<file path="config.mk">
export PLATFORM = sky130hd
export DESIGN_NAME = mem_arbiter_flat
export DESIGN_NICKNAME = d
export VERILOG_FILES = /design/src/rtl/mem_arb_pkg.sv /design/src/rtl/mem_arb_if.sv /design/src/rtl/mem_arb_rr.sv /design/src/rtl/mem_arbiter.sv /design/src/flat_wrapper.sv
export SDC_FILE = /design/constraint.sdc
export NUM_CORES = 1
export LEC_CHECK = 0
export ABC_AREA = 1
export CAP_MARGIN = 20
export CORE_MARGIN = 4
export CORE_UTILIZATION = 45
export DETAILED_ROUTE_END_ITERATION = 7
export HOLD_SLACK_MARGIN = 0.15
export PLACE_DENSITY_LB_ADDON = 0.3
export SETUP_SLACK_MARGIN = 0.4
export SLEW_MARGIN = 10
export SYNTH_ARGS = -nofsm -noshare
export SYNTH_HDL_FRONTEND = slang
export SYNTH_SLANG_ARGS = --single-unit
</file>
<file path="constraint.sdc">
create_clock -name clk_in -period 5.35 [get_ports clk_in]
set_input_delay 0.535 -clock clk_in [delete_from_list [all_inputs] [get_ports clk_in]]
set_output_delay 0.535 -clock clk_in [all_outputs]
set_load 0.02 [all_outputs]
</file>
<file path="src/rtl/mem_arb_pkg.sv">
// Shared types and helpers for the byte-serial memory arbiter: size codes,
// controller states, IO address window and the size-to-byte-count mapping.
package mem_arb_pkg;

    localparam logic [1:0] SZ_BYTE   = 2'b00;
    localparam logic [1:0] SZ_HALF   = 2'b01;
    localparam logic [1:0] SZ_WORD   = 2'b10;
    localparam logic [1:0] IO_WINDOW = 2'b11;

    typedef enum logic [1:0] {
        ST_IDLE = 2'b00,
        ST_XFER = 2'b01,
        ST_DONE = 2'b10
    } arb_state_e;

    function automatic logic [2:0] byte_count(input logic [1:0] size);
        case (size)
            SZ_BYTE: return 3'd1;
            SZ_HALF: return 3'd2;
            default: return 3'd4;
        endcase
    endfunction

endpackage

</file>
<file path="src/rtl/mem_arb_if.sv">
// Request/response channels plus the 8-bit RAM/IO bus of mem_arbiter.
// slave = the arbiter, master = requesters and the RAM/IO side.
interface mem_arb_if #(parameter int NCH = 2);

    logic                 rdy_in;
    logic [7:0]           mem_din;
    logic [7:0]           mem_dout;
    logic [31:0]          mem_a;
    logic                 mem_wr;
    logic                 io_buffer_full;
    logic                 flush_in;
    logic [NCH-1:0]       req_valid;
    logic [NCH-1:0]       req_ready;
    logic [NCH-1:0]       req_we;
    logic [2*NCH-1:0]     req_size;
    logic [32*NCH-1:0]    req_addr;
    logic [32*NCH-1:0]    req_wdata;
    logic [NCH-1:0]       resp_valid;
    logic [31:0]          resp_data;
    logic                 busy;

    modport slave (
        input  rdy_in, mem_din, io_buffer_full, flush_in,
               req_valid, req_we, req_size, req_addr, req_wdata,
        output mem_dout, mem_a, mem_wr, req_ready, resp_valid, resp_data, busy
    );

    modport master (
        output rdy_in, mem_din, io_buffer_full, flush_in,
               req_valid, req_we, req_size, req_addr, req_wdata,
        input  mem_dout, mem_a, mem_wr, req_ready, resp_valid, resp_data, busy
    );

endinterface

</file>
<file path="src/rtl/mem_arb_rr.sv">
// Round-robin arbiter: grants the first requesting channel at or after ptr,
// wrapping modulo NCH. Purely combinational.
module mem_arb_rr #(
    parameter int NCH = 2,
    parameter int PW  = (NCH > 1) ? $clog2(NCH) : 1
) (
    input  logic [NCH-1:0] req,
    input  logic [PW-1:0]  ptr,
    output logic [NCH-1:0] grant,
    output logic [PW-1:0]  grant_idx,
    output logic           grant_any
);

    logic [PW:0]   sum_s;
    logic [PW-1:0] idx_s;
    logic          hit_s;

    // scan channels starting from the pointer; first hit wins
    always_comb begin
        grant     = {NCH{1'b0}};
        grant_idx = {PW{1'b0}};
        grant_any = 1'b0;
        sum_s     = {(PW+1){1'b0}};
        idx_s     = {PW{1'b0}};
        hit_s     = 1'b0;
        for (int i = 0; i < NCH; i++) begin
            sum_s        = {1'b0, ptr} + (PW+1)'(i);
            idx_s        = (sum_s >= (PW+1)'(NCH)) ? PW'(sum_s - (PW+1)'(NCH)) : PW'(sum_s);
            hit_s        = ~grant_any & req[idx_s];
            grant[idx_s] = grant[idx_s] | hit_s;
            grant_idx    = hit_s ? idx_s : grant_idx;
            grant_any    = grant_any | hit_s;
        end
    end

endmodule

</file>
<file path="src/rtl/mem_arbiter.sv">
// Byte-serial memory controller: round-robin over NCH request channels,
// one bus byte per active cycle, flush abort of masked reads.
// Optional IO write back-pressure under `define MEM_ARB_IO_THROTTLE_EN.
module mem_arbiter
    import mem_arb_pkg::*;
#(
    parameter int             NCH        = 2,
    parameter logic [NCH-1:0] FLUSH_MASK = NCH'(1'b1)
) (
    input logic       clk_in,
    input logic       rst_in,
    mem_arb_if.slave  bus
);

    localparam int PW = (NCH > 1) ? $clog2(NCH) : 1;

    arb_state_e     state_r, state_s;
    logic [PW-1:0]  owner_r, rr_ptr_r, grant_idx_s;
    logic [NCH-1:0] grant_s, req_mask_s, resp_valid_s;
    logic           grant_any_s, we_r, cap_r, busy_r;
    logic [2:0]     nbytes_r;
    logic [1:0]     k_r, cap_k_r;
    logic [31:0]    addr_r, wdata_r, data_r, merged_s, byte_addr_s;
    logic [31:0]    sel_addr_s, sel_wdata_s;
    logic [1:0]     sel_size_s;
    logic           sel_we_s;
    logic [7:0]     wbyte_s;
    logic           throttle_s, active_s, issue_s, last_s, abort_s, accept_s, done_ok_s;

    assign req_mask_s = bus.req_valid & ~(bus.flush_in ? FLUSH_MASK : {NCH{1'b0}});

    mem_arb_rr #(.NCH(NCH), .PW(PW)) u_rr (
        .req       (req_mask_s),
        .ptr       (rr_ptr_r),
        .grant     (grant_s),
        .grant_idx (grant_idx_s),
        .grant_any (grant_any_s)
    );

    assign byte_addr_s = addr_r + {30'h0, k_r};

    // IO back-pressure: stall an IO-window write byte while the UART is full
    always_comb begin
        throttle_s = 1'b0;
`ifdef MEM_ARB_IO_THROTTLE_EN
        throttle_s = (state_r == ST_XFER) && we_r && (byte_addr_s[17:16] == IO_WINDOW)
                     && bus.io_buffer_full;
`else
        throttle_s = bus.io_buffer_full & 1'b0;
`endif
    end

    assign active_s  = bus.rdy_in & ~throttle_s;
    assign issue_s   = (state_r == ST_XFER) & active_s;
    assign last_s    = ({1'b0, k_r} == (nbytes_r - 3'd1));
    assign abort_s   = (state_r != ST_IDLE) & ~we_r & FLUSH_MASK[owner_r] & bus.flush_in & bus.rdy_in;
    assign accept_s  = (state_r == ST_IDLE) & bus.rdy_in & ~rst_in & grant_any_s;
    assign done_ok_s = (state_r == ST_DONE) & bus.rdy_in & ~abort_s;

    // pick the granted channel's request fields
    always_comb begin
        sel_we_s    = 1'b0;
        sel_size_s  = 2'b00;
        sel_addr_s  = 32'h0;
        sel_wdata_s = 32'h0;
        for (int i = 0; i < NCH; i++) begin
            sel_we_s    = (grant_idx_s == PW'(i)) ? bus.req_we[i]            : sel_we_s;
            sel_size_s  = (grant_idx_s == PW'(i)) ? bus.req_size[2*i +: 2]   : sel_size_s;
            sel_addr_s  = (grant_idx_s == PW'(i)) ? bus.req_addr[32*i +: 32] : sel_addr_s;
            sel_wdata_s = (grant_idx_s == PW'(i)) ? bus.req_wdata[32*i +: 32] : sel_wdata_s;
        end
    end

    // write byte k of the latched data
    always_comb begin
        wbyte_s = 8'h00;
        case (k_r)
            2'd0:    wbyte_s = wdata_r[7:0];
            2'd1:    wbyte_s = wdata_r[15:8];
            2'd2:    wbyte_s = wdata_r[23:16];
            default: wbyte_s = wdata_r[31:24];
        endcase
    end

    // fold the byte returning this cycle into the assembled read data
    always_comb begin
        merged_s = data_r;
        if (cap_r) begin
            case (cap_k_r)
                2'd0:    merged_s[7:0]   = bus.mem_din;
                2'd1:    merged_s[15:8]  = bus.mem_din;
                2'd2:    merged_s[23:16] = bus.mem_din;
                default: merged_s[31:24] = bus.mem_din;
            endcase
        end else begin
            merged_s = data_r;
        end
    end

    // completion pulse to the owning channel
    always_comb begin
        resp_valid_s = {NCH{1'b0}};
        for (int i = 0; i < NCH; i++) begin
            resp_valid_s[i] = done_ok_s & (owner_r == PW'(i));
        end
    end

    // next-state logic
    always_comb begin
        state_s = state_r;
        case (state_r)
            ST_IDLE: begin
                if (accept_s) state_s = ST_XFER;
                else          state_s = ST_IDLE;
            end
            ST_XFER: begin
                if (abort_s)               state_s = ST_IDLE;
                else if (issue_s && last_s) state_s = ST_DONE;
                else                        state_s = ST_XFER;
            end
            ST_DONE: begin
                if (bus.rdy_in) state_s = ST_IDLE;
                else            state_s = ST_DONE;
            end
            default: state_s = ST_IDLE;
        endcase
    end

    // state and datapath registers
    always_ff @(posedge clk_in or posedge rst_in) begin
        if (rst_in) begin
            state_r  <= ST_IDLE;
            owner_r  <= {PW{1'b0}};
            rr_ptr_r <= {PW{1'b0}};
            we_r     <= 1'b0;
            nbytes_r <= 3'd0;
            k_r      <= 2'd0;
            addr_r   <= 32'h0;
            wdata_r  <= 32'h0;
            data_r   <= 32'h0;
            cap_r    <= 1'b0;
            cap_k_r  <= 2'd0;
            busy_r   <= 1'b0;
        end else begin
            state_r <= state_s;
            busy_r  <= (state_s != ST_IDLE);
            // a capture still completes in a frozen cycle; nothing new is issued
            cap_r   <= issue_s & ~we_r & ~abort_s;
            data_r  <= merged_s;
            if (issue_s) cap_k_r <= k_r;
            if (accept_s) begin
                owner_r  <= grant_idx_s;
                rr_ptr_r <= (grant_idx_s == PW'(NCH-1)) ? {PW{1'b0}} : grant_idx_s + PW'(1);
                we_r     <= sel_we_s;
                nbytes_r <= byte_count(sel_size_s);
                addr_r   <= sel_addr_s;
                wdata_r  <= sel_wdata_s;
                k_r      <= 2'd0;
                data_r   <= 32'h0;
            end else if (issue_s && !abort_s) begin
                k_r <= k_r + 2'd1;
            end
        end
    end

    assign bus.mem_a      = byte_addr_s;
    assign bus.mem_dout   = wbyte_s;
    assign bus.mem_wr     = issue_s & we_r;
    assign bus.req_ready  = accept_s ? grant_s : {NCH{1'b0}};
    assign bus.resp_valid = resp_valid_s;
    assign bus.resp_data  = (done_ok_s & ~we_r) ? merged_s : 32'h0;
    assign bus.busy       = busy_r;

endmodule

</file>
<file path="src/flat_wrapper.sv">
// flat-port wrapper written by rule: the top's interface ports become plain ports
module mem_arbiter_flat import mem_arb_pkg::*;
#(
    parameter int             NCH        = 2,
    parameter logic [NCH-1:0] FLUSH_MASK = NCH'(1'b1)
)
  (clk_in, rst_in, bus_rdy_in, bus_mem_din, bus_io_buffer_full, bus_flush_in, bus_req_valid, bus_req_we, bus_req_size, bus_req_addr, bus_req_wdata, bus_mem_dout, bus_mem_a, bus_mem_wr, bus_req_ready, bus_resp_valid, bus_resp_data, bus_busy);
  mem_arb_if #(.NCH(NCH)) bus_i ();
  input logic clk_in;
  input logic rst_in;
  input wire logic [$bits(bus_i.rdy_in)-1:0] bus_rdy_in;
  input wire logic [$bits(bus_i.mem_din)-1:0] bus_mem_din;
  input wire logic [$bits(bus_i.io_buffer_full)-1:0] bus_io_buffer_full;
  input wire logic [$bits(bus_i.flush_in)-1:0] bus_flush_in;
  input wire logic [$bits(bus_i.req_valid)-1:0] bus_req_valid;
  input wire logic [$bits(bus_i.req_we)-1:0] bus_req_we;
  input wire logic [$bits(bus_i.req_size)-1:0] bus_req_size;
  input wire logic [$bits(bus_i.req_addr)-1:0] bus_req_addr;
  input wire logic [$bits(bus_i.req_wdata)-1:0] bus_req_wdata;
  output wire logic [$bits(bus_i.mem_dout)-1:0] bus_mem_dout;
  output wire logic [$bits(bus_i.mem_a)-1:0] bus_mem_a;
  output wire logic [$bits(bus_i.mem_wr)-1:0] bus_mem_wr;
  output wire logic [$bits(bus_i.req_ready)-1:0] bus_req_ready;
  output wire logic [$bits(bus_i.resp_valid)-1:0] bus_resp_valid;
  output wire logic [$bits(bus_i.resp_data)-1:0] bus_resp_data;
  output wire logic [$bits(bus_i.busy)-1:0] bus_busy;
  assign bus_i.rdy_in = bus_rdy_in;
  assign bus_i.mem_din = bus_mem_din;
  assign bus_i.io_buffer_full = bus_io_buffer_full;
  assign bus_i.flush_in = bus_flush_in;
  assign bus_i.req_valid = bus_req_valid;
  assign bus_i.req_we = bus_req_we;
  assign bus_i.req_size = bus_req_size;
  assign bus_i.req_addr = bus_req_addr;
  assign bus_i.req_wdata = bus_req_wdata;
  assign bus_mem_dout = bus_i.mem_dout;
  assign bus_mem_a = bus_i.mem_a;
  assign bus_mem_wr = bus_i.mem_wr;
  assign bus_req_ready = bus_i.req_ready;
  assign bus_resp_valid = bus_i.resp_valid;
  assign bus_resp_data = bus_i.resp_data;
  assign bus_busy = bus_i.busy;
  mem_arbiter #(.NCH(NCH), .FLUSH_MASK(FLUSH_MASK)) u_core (.clk_in(clk_in), .rst_in(rst_in), .bus(bus_i));
endmodule
</file>
Word-level counts from Yosys, hierarchy flattened
Cells that the tools add are included.
- bitwise gates (word level): 28
- equality and inequality tests: 8
- multiplexer cells: 41
- order comparisons: 7
- $add $sub $neg: 7
- reduce and logical (&&, ||, !) cells: 13
- operators by type and width (cell ; number):
    $mux 32 ; 5
    $add 32x2->32 ; 1
    $mux 8 ; 4
    $pmux 8 s3 ; 1
    $mux 1 ; 19
    $and 1x1->1 ; 17
    $mux 2 ; 7
    $eq 2x1->1 const B ; 4
    $logic_not 2->1 ; 4
    $eq 2x2->1 const B ; 3
    $lt 1x2->1 const B ; 3
    $pmux 2 s3 ; 1
    $pmux 3 s2 ; 1
    $reduce_bool 2->1 ; 3
    $not 1->1 ; 5
    $and 2x2->2 ; 2
    $logic_and 1x1->1 ; 4
    $eq 2x3->1 ; 1
    $or 1x1->1 ; 3
    $reduce_or 3->1 ; 1
    $sub 3x1->3 const B ; 1
    $add 1x1->2 const B ; 1
    $add 2x1->2 const B ; 1
    $bwmux 2 ; 1
    8 further kinds ; 11
- register bits after elaboration: 110
- output and inout bits: 78

Depth between registers and ports, before layout
Gate-level depths: netlist of the first run.
- word-level depth: 12
- mapped depth: 9

Hierarchy
A second synthesis of the first run with hierarchy kept.
- cells, all modules: 889
- area, all modules: 6254.7 um^2
- modules (own cells, without submodules) (module ; instances ; area an instance (um^2) ; cells each):
    mem_arbiter ; 1 ; 6199.7 ; 875
    mem_arb_rr ; 1 ; 55.1 ; 14

Worst setup path after synthesis of the first run
OpenSTA, ideal clock, no wires.
- kind: input -> output
- start point: input port rst_in
- end point: output port bus_req_ready[1]
- cell stages on the path: 4
- slack: 1066 ps
- path buffers: 1
- arrival: 3749 ps
- cells stage by stage: inv_1 > nand3_1 > nor2_2 > buf_2
- cells in the longest elaborated chain, start to end: 4
- RTL lines (element ; RTL line ; text):
    start, declared ; flat_wrapper.sv:10 ; input logic rst_in;
    $not 1->1 ; mem_arbiter.sv:57 ; assign accept_s = (state_r == ST_IDLE) & bus.rdy_in & ~rst_in & grant_any_s;
    $and 1x1->1 (2 in a row) ; mem_arbiter.sv:57 ;
    $mux 2 ; mem_arbiter.sv:169 ; assign bus.req_ready = accept_s ? grant_s : {NCH{1'b0}};
    end, declared ; flat_wrapper.sv:23 ; output wire logic [$bits(bus_i.req_ready)-1:0] bus_req_ready;
No other way between the ends.

Worst setup path after layout of the first run
- start point: register u_core.k_r[0]
- end point: output port bus_mem_a[16]
- cells in the longest elaborated chain, start to end: 1
- RTL lines (element ; RTL line ; text):
    start, declared ; mem_arbiter.sv:22 ; logic [1:0] k_r, cap_k_r;
    start signal, assigned ; mem_arbiter.sv:161 ; k_r <= k_r + 2'd1;
    $add 32x2->32 ; mem_arbiter.sv:40 ; assign byte_addr_s = addr_r + {30'h0, k_r};
    end, declared ; flat_wrapper.sv:21 ; output wire logic [$bits(bus_i.mem_a)-1:0] bus_mem_a;
No other way between the ends.

==> metrics, run 1 <==
routed vias/inst=5.003; reg2reg setup slack=3.47 ns; CP endpoint kind=primary output; router iterations before antenna repair=7; # IOs=227; Crit Path Class=reg2out; Area Growth Syn to Fin=42.80%; WL final=19140 um; Initial DRC Count=540; die height=125.4 um; total grt overflow=0; vias in the first global route=6264; Synth Area in Compound Gates=3.935%; H-tree lvl count=3; Max-Cap Viols=0; initial antenna violation count=0; Primary FF master, synth=dfrtp_1; WP data arrival=3.17 ns; fraction of registers with async set/reset=100.0%; final setup margin=1.647 ns; Post-Syn Area=6201 um2; DRC errors left=0; largest net degree at the start of global routing=69; CTS max path bufs=2; ANT nets after route=0; final hold vios=0; Final period util=69.22%; Final HPWL DP=14200 um; fin nets=1248; nature of the critical path startpoint=flop; vias=6364; HP Class=reg2reg; Post-synth top cells=nand2_1, nor2_1, dfrtp_1, nand3_1, inv_1; Worst slew margin=49.52%; site row count=42; Avg Inst Size Synth=7.023 um2; cell count after synthesis=883; Die Span X=125.4 um; largest family of logic cells by synthesized area=simple AND/OR/NAND/NOR gates; Syn Nets=1040; worst reg2reg startpoint=u_core.state_r[0]; Final Max Tran Viols=0; all-layer global routing usage=24.30%; Clk pin slew, worst setup/hold paths=0.07 ns; Port Buf Inserts=225; hold path start=u_core.nbytes_r[1]; Tmin final=3.703 ns; multiplexer share of the synthesized area=2.583%; global placement routability congestion=0.9360; Synth Area in Simple Gates=38.96%; hold_buf cts=0; Fmax achieved=0.2700 GHz; share of layout cells above drive strength 1=2.372%; adder-cell area share of the yosys netlist=1.735%; Critical Path RT=4.82 ns; Worst-Skew Late Latency=0.35 ns; Yosys reg bits=110; CORE AREA=13350 um2; xor/xnor share of the synthesized area=2.119%; status=completed; dominant cell type by area after synthesis=dfrtp_1; Final TNS setup=0 ns; wire per inst=15.05 um; Clock Skew=0.006165 ns; Peak VDD IR=297.5 uV; Post-CTS Repair Setup Buffers=0; Seq/Total Area, Yosys=44.39%; largest cells by area after synthesis=dfrtp_1, nand2_1, nor2_1; Synthesis Warnings=0; EDFF count, synth=0; # clock sinks=110; Setup Slack @ Placement=2.027 ns; worst slew pin tran=0.7571 ns; DIE AREA=15720 um2; Root Driver=clkbuf_16; first-pass GRT wire length=31170 um; # setup viols final=0; Cell Pwr Density=472.9 nW/um2; cts repair resizes=0; most frequent cell after synthesis=nand2_1; CTS tree=built; RSZ-0062 raised after global routing=false; initial core utilization=46.46%; Critical Path Fanout Max=5; post-synth cell types=25; total power=4.187 mW; Antenna Cells=0; post-synth top area share=44.39%; static leakage=4.160 nW; CP Launch Point=u_core.k_r[0]; CTS Buf Count=9
## critical path, stage by stage, from the launching register on
cell and delay (ns):
dfrtp_1 0.46, ha_1 0.23, inv_1 0.09, fa_1 0.45
nor2_1 0.44, nand2_1 0.20, nor2_1 0.16, xor2_1 0.15
clkdlybuf4s50_1 0.63
## worst paths after layout
| check | endpoint | cells after the start |
|---|---|---|
| max | bus_mem_a[16] | 8 |
| min | u_core.nbytes_r[1] | 2 |
| max reg2reg | u_core.wdata_r[18] | 6 |
| min reg2reg | u_core.nbytes_r[1] | 2 |
| max in group asynchronous | u_core.addr_r[15] | 3 |
| min in group asynchronous | u_core.bus.busy | 2 |
## cell usage in the layout (no fill, tap or decap), drive strengths merged
cell type / synthesis / layout
clkdlybuf4s50: 0 / 225
clkinv: 0 / 1
fa: 1 / 1
ha: 7 / 7
nand3b: 15 / 15
nand3: 74 / 74
o21bai: 1 / 1
clkinvlp: 0 / 2
a21oi: 10 / 10
o211ai: 3 / 3
nand2: 367 / 367
bufinv: 0 / 1
nor2: 140 / 140
xnor2: 5 / 5
nand4: 4 / 4
o21ai: 22 / 22
xor2: 10 / 10
buf: 24 / 6
clkbuf: 10 / 11
mux2i: 16 / 16
dfrtp: 110 / 110
inv: 56 / 57
a31oi: 8 / 8
## per-stage QoR
step | utilization [%] | cell area, um2 | hold slack (ns) | cells
floorplan | - | 6201 | 0.4488 | 883
global placement | 63.92 | 8532 | 0.4678 | 1254
detailed placement | 64.00 | 8543 | 0.4688 | 1255
CTS | 66.19 | 8835 | 0.4909 | 1271
global route | 66.34 | 8855 | 0.5236 | 1272
finish | 66.34 | 8855 | 0.4919 | 1272
## sequential cells by signal, summed over array words and instances (netlist names)
| signal | cells |
|---|---|
| u_core.data_r | 32 |
| u_core.addr_r | 32 |
| u_core.bus.busy | 1 |
| u_core.state_r | 2 |
| u_core.wdata_r | 32 |
| u_core.nbytes_r | 3 |
| u_core.cap_r | 1 |
| u_core.rr_ptr_r | 1 |
| u_core.cap_k_r | 2 |
| u_core.owner_r | 1 |
| u_core.k_r | 2 |
| u_core.we_r | 1 |
## report_power, final
group / switching, mW / internal, mW / leakage, nW
combinational: 1.11 / 0.873 / 2.63
clock: 0.300 / 0.365 / 0.136
sequential: 0.319 / 1.22 / 1.39
total: 1.73 / 2.46 / 4.16
## cell families after synthesis
logic type / count (synthesis)
simple gates: 600
flops: 110
buf+inv: 90
compound gates: 44
mux: 16
xor+xnor: 15
fa+ha+maj: 8
## layout make-up
class	instances	area, um2
Timing Repair Buffer	231	2313
Inverter	56	212.7
Sequential cell	110	2753
Clock buffer	11	232.7
Tap cell	176	220.2
Clock inverter	5	58.81
Fill cell	1216	4493
Multi-Input combinational cell	683	3064
## routing by layer
| layer | vias up | part of all wire (%) | GRT usage [%] |
|---|---|---|---|
| li1 | 3174 | - | - |
| met5 | - | 0 | 0 |
| met3 | 25 | 9.6 | 7.804 |
| met1 | 2908 | 42 | 31.31 |
| met4 | 0 | 1.8 | 6.441 |
| met2 | 257 | 46 | 39.77 |
Power figures use the tool's default switching activity.
==> inputs of run 2 (changes only) <==
- clock period: 5.35 -> 3.75 ns (I/O delays scaled with it)
==> run 2 against run 1 <==
Against the previous run: wire length down 1.2%; via count up 0.53%; largest cell class unchanged; highest routed layer unchanged; global-route usage down 0.12 points; clock skew up 0.0083 ns.
==> metrics, run 2 (same netlist as run 1, synthesis figures left out) <==
top flop regs=u_core.addr_r: 32 flops, u_core.data_r: 32 flops, u_core.wdata_r: 32 flops (unchanged); ANT nets after route=0 (unchanged); Register Area=2754 um2 (was 2753 um2); r2r endpoint=u_core.wdata_r[0] (was u_core.wdata_r[18]); Area Growth Syn to Fin=43.62% (was 42.80%); Max-Cap Viols=0 (unchanged); total grt overflow=0 (unchanged); # clock sinks=110 (unchanged); Worst slew margin=46.64% (was 49.52%); Root Driver=clkbuf_16 (unchanged); Critical Path Fanout Max=5 (unchanged); largest net degree at the start of global routing=67 (was 69); Antenna Cells=0 (unchanged); # fillers=1179 (was 1216); final hold vios=0 (unchanged); Peak VDD IR=422.6 uV (was 297.5 uV); most frequent CP cell=inv_1 (was nor2_1); site row count=42 (unchanged); Most Crowded Layer GR=met2 (unchanged); worst slew pin tran=0.8004 ns (was 0.7571 ns); static leakage=4.202 nW (was 4.160 nW); WL final=18910 um (was 19140 um); CP max stage cell=clkdlybuf4s50_1 (unchanged); Cell Pwr Density=673.4 nW/um2 (was 472.9 nW/um2); Clock Skew=0.01444 ns (was 0.006165 ns); Tmin final=3.194 ns; DRC errors left=0 (unchanged); routed vias/inst=5.026 (was 5.003); Critical Path RT=3.38 ns (was 4.82 ns); Port Buf Inserts=225 (unchanged); Fmax achieved=0.3131 GHz; Initial DRC Count=467 (was 540); Reg2Reg Depth=6 (unchanged); M1 GR Usage=31.80% (was 31.31%); share of layout cells above drive strength 1=2.917% (was 2.372%); Clk pin slew, worst setup/hold paths=0.08 ns (was 0.07 ns); WP data arrival=2.82 ns (was 3.17 ns); commonest non-fill, non-tap cell in the layout=nand2_1 (unchanged); initial antenna violation count=0 (unchanged); CP endpoint kind=primary output (unchanged); die height=125.4 um (unchanged); Hold Slack=0.4912 ns (was 0.4919 ns); H-tree lvl count=3 (unchanged); M2 GR Usage=39.13% (was 39.77%); reg2reg setup slack=1.76 ns (was 3.47 ns); nature of the critical path startpoint=flop (unchanged); Crit Path Class=reg2out (unchanged); Post-CTS Repair Setup Buffers=0 (unchanged); # IOs=227 (unchanged); all-layer global routing usage=24.18% (was 24.30%); router iterations before antenna repair=5 (was 7); GR Util met3=6.098% (was 7.804%); CTS tree=built (unchanged); HP Class=reg2reg (unchanged); Final HPWL DP=14260 um (was 14200 um); fin nets=1249 (was 1248); initial core utilization=46.46% (unchanged); status=completed (unchanged); Final TNS setup=0 ns (unchanged); Worst-Skew Late Latency=0.37 ns (was 0.35 ns); vias=6398 (was 6364); most frequent cells in the layout=nand2_1, clkdlybuf4s50_1, nor2_1, dfrtp_1, nand3_1 (unchanged); DIE AREA=15720 um2 (unchanged); wire per inst=14.85 um (was 15.05 um); Final Max Tran Viols=0 (unchanged); crit-path max cell delay=0.62 ns (was 0.63 ns); CP Launch Point=u_core.k_r[0] (unchanged); CP Cell Sequence=ha_1 > inv_1 > fa_1 > inv_1 > nand2_1 > nor2_2 > xor2_1 > clkdlybuf4s50_1 (was ha_1 > inv_1 > fa_1 > nor2_1 > nand2_1 > nor2_1 > xor2_1 > clkdlybuf4s50_1); # setup viols final=0 (unchanged); CTS Buf Count=9 (unchanged); worst reg2reg startpoint=u_core.state_r[0] (unchanged); RSZ-0062 raised after global routing=false (unchanged); vias in the first global route=6225 (was 6264); Die Span X=125.4 um (unchanged); hold_buf cts=0 (unchanged); first-pass GRT wire length=30830 um (was 31170 um); Final period util=85.17%; CORE AREA=13350 um2 (unchanged); global placement routability congestion=0.8877 (was 0.9360); end of the critical path=bus_mem_a[14] (was bus_mem_a[16]); CTS max path bufs=2 (unchanged); multi-input logic area=3074 um2 (was 3064 um2)
## run 2: layout make-up
cell class / instances / area share (%)
Timing Repair Buffer: 232 / 26.07
Clock buffer: 9 / 2.529
Inverter: 56 / 2.402
Sequential cell: 110 / 30.92
Clock inverter: 7 / 1.082
Tap cell: 176 / 2.473
Multi-Input combinational cell: 683 / 34.52
## run 2: routing by layer
metal | part of all wire (%) | vias to the layer above | routed length, um
li1 | - | 3180 | -
met1 | 44 | 2953 | 8260
met2 | 46 | 234 | 8657
met5 | 0 | - | 0
met3 | 8.0 | 31 | 1508
met4 | 2.5 | 0 | 478
## run 2: worst min-delay path by stage
stage	endpoint	from	depth (start not counted)
after floorplan	u_core.nbytes_r[1]	u_core.nbytes_r[1]	2
after detailed placement	u_core.nbytes_r[1]	u_core.nbytes_r[1]	2
after global placement	u_core.nbytes_r[1]	u_core.nbytes_r[1]	2
final	u_core.nbytes_r[1]	u_core.nbytes_r[1]	2
after CTS	u_core.nbytes_r[1]	u_core.nbytes_r[1]	2
after global routing	u_core.wdata_r[13]	u_core.wdata_r[13]	2
## run 2: stage by stage
stage,utilization [%],total power [mW],worst slack [ns],std cells,cell area [um2]
5_1_grt,66.72,6.461,0.4085,1273,8906
4_1_cts,66.62,6.028,0.4030,1273,8892
3_3_place_gp,64.19,4.948,0.7147,1257,8568
2_1_floorplan,-,3.769,0.6554,883,6205
3_5_place_dp,64.19,5.006,0.6720,1257,8568
6_report,66.72,5.997,0.5562,1273,8906
## run 2: worst max-delay path: cells and delay by family (launching register included)
family | cells | cell delay, ns
adders and majority gates | 2 | 0.68
buffers and inverters | 3 | 0.83
xor gates and xnor gates | 1 | 0.16
DFF | 1 | 0.42
and+or+nand+nor | 2 | 0.36
## run 2: what timing repair did
item | in CTS | in global routing
resized for setup | 1 | 5
setup endpoints to repair | 4 | 6
pin swaps | 0 | 0
## run 2: where the power goes
part	leakage, nW	switching (mW)	internal, mW
Combinational	2.66	1.55	1.24
Sequential	1.39	0.453	1.74
Clock	0.156	0.513	0.489
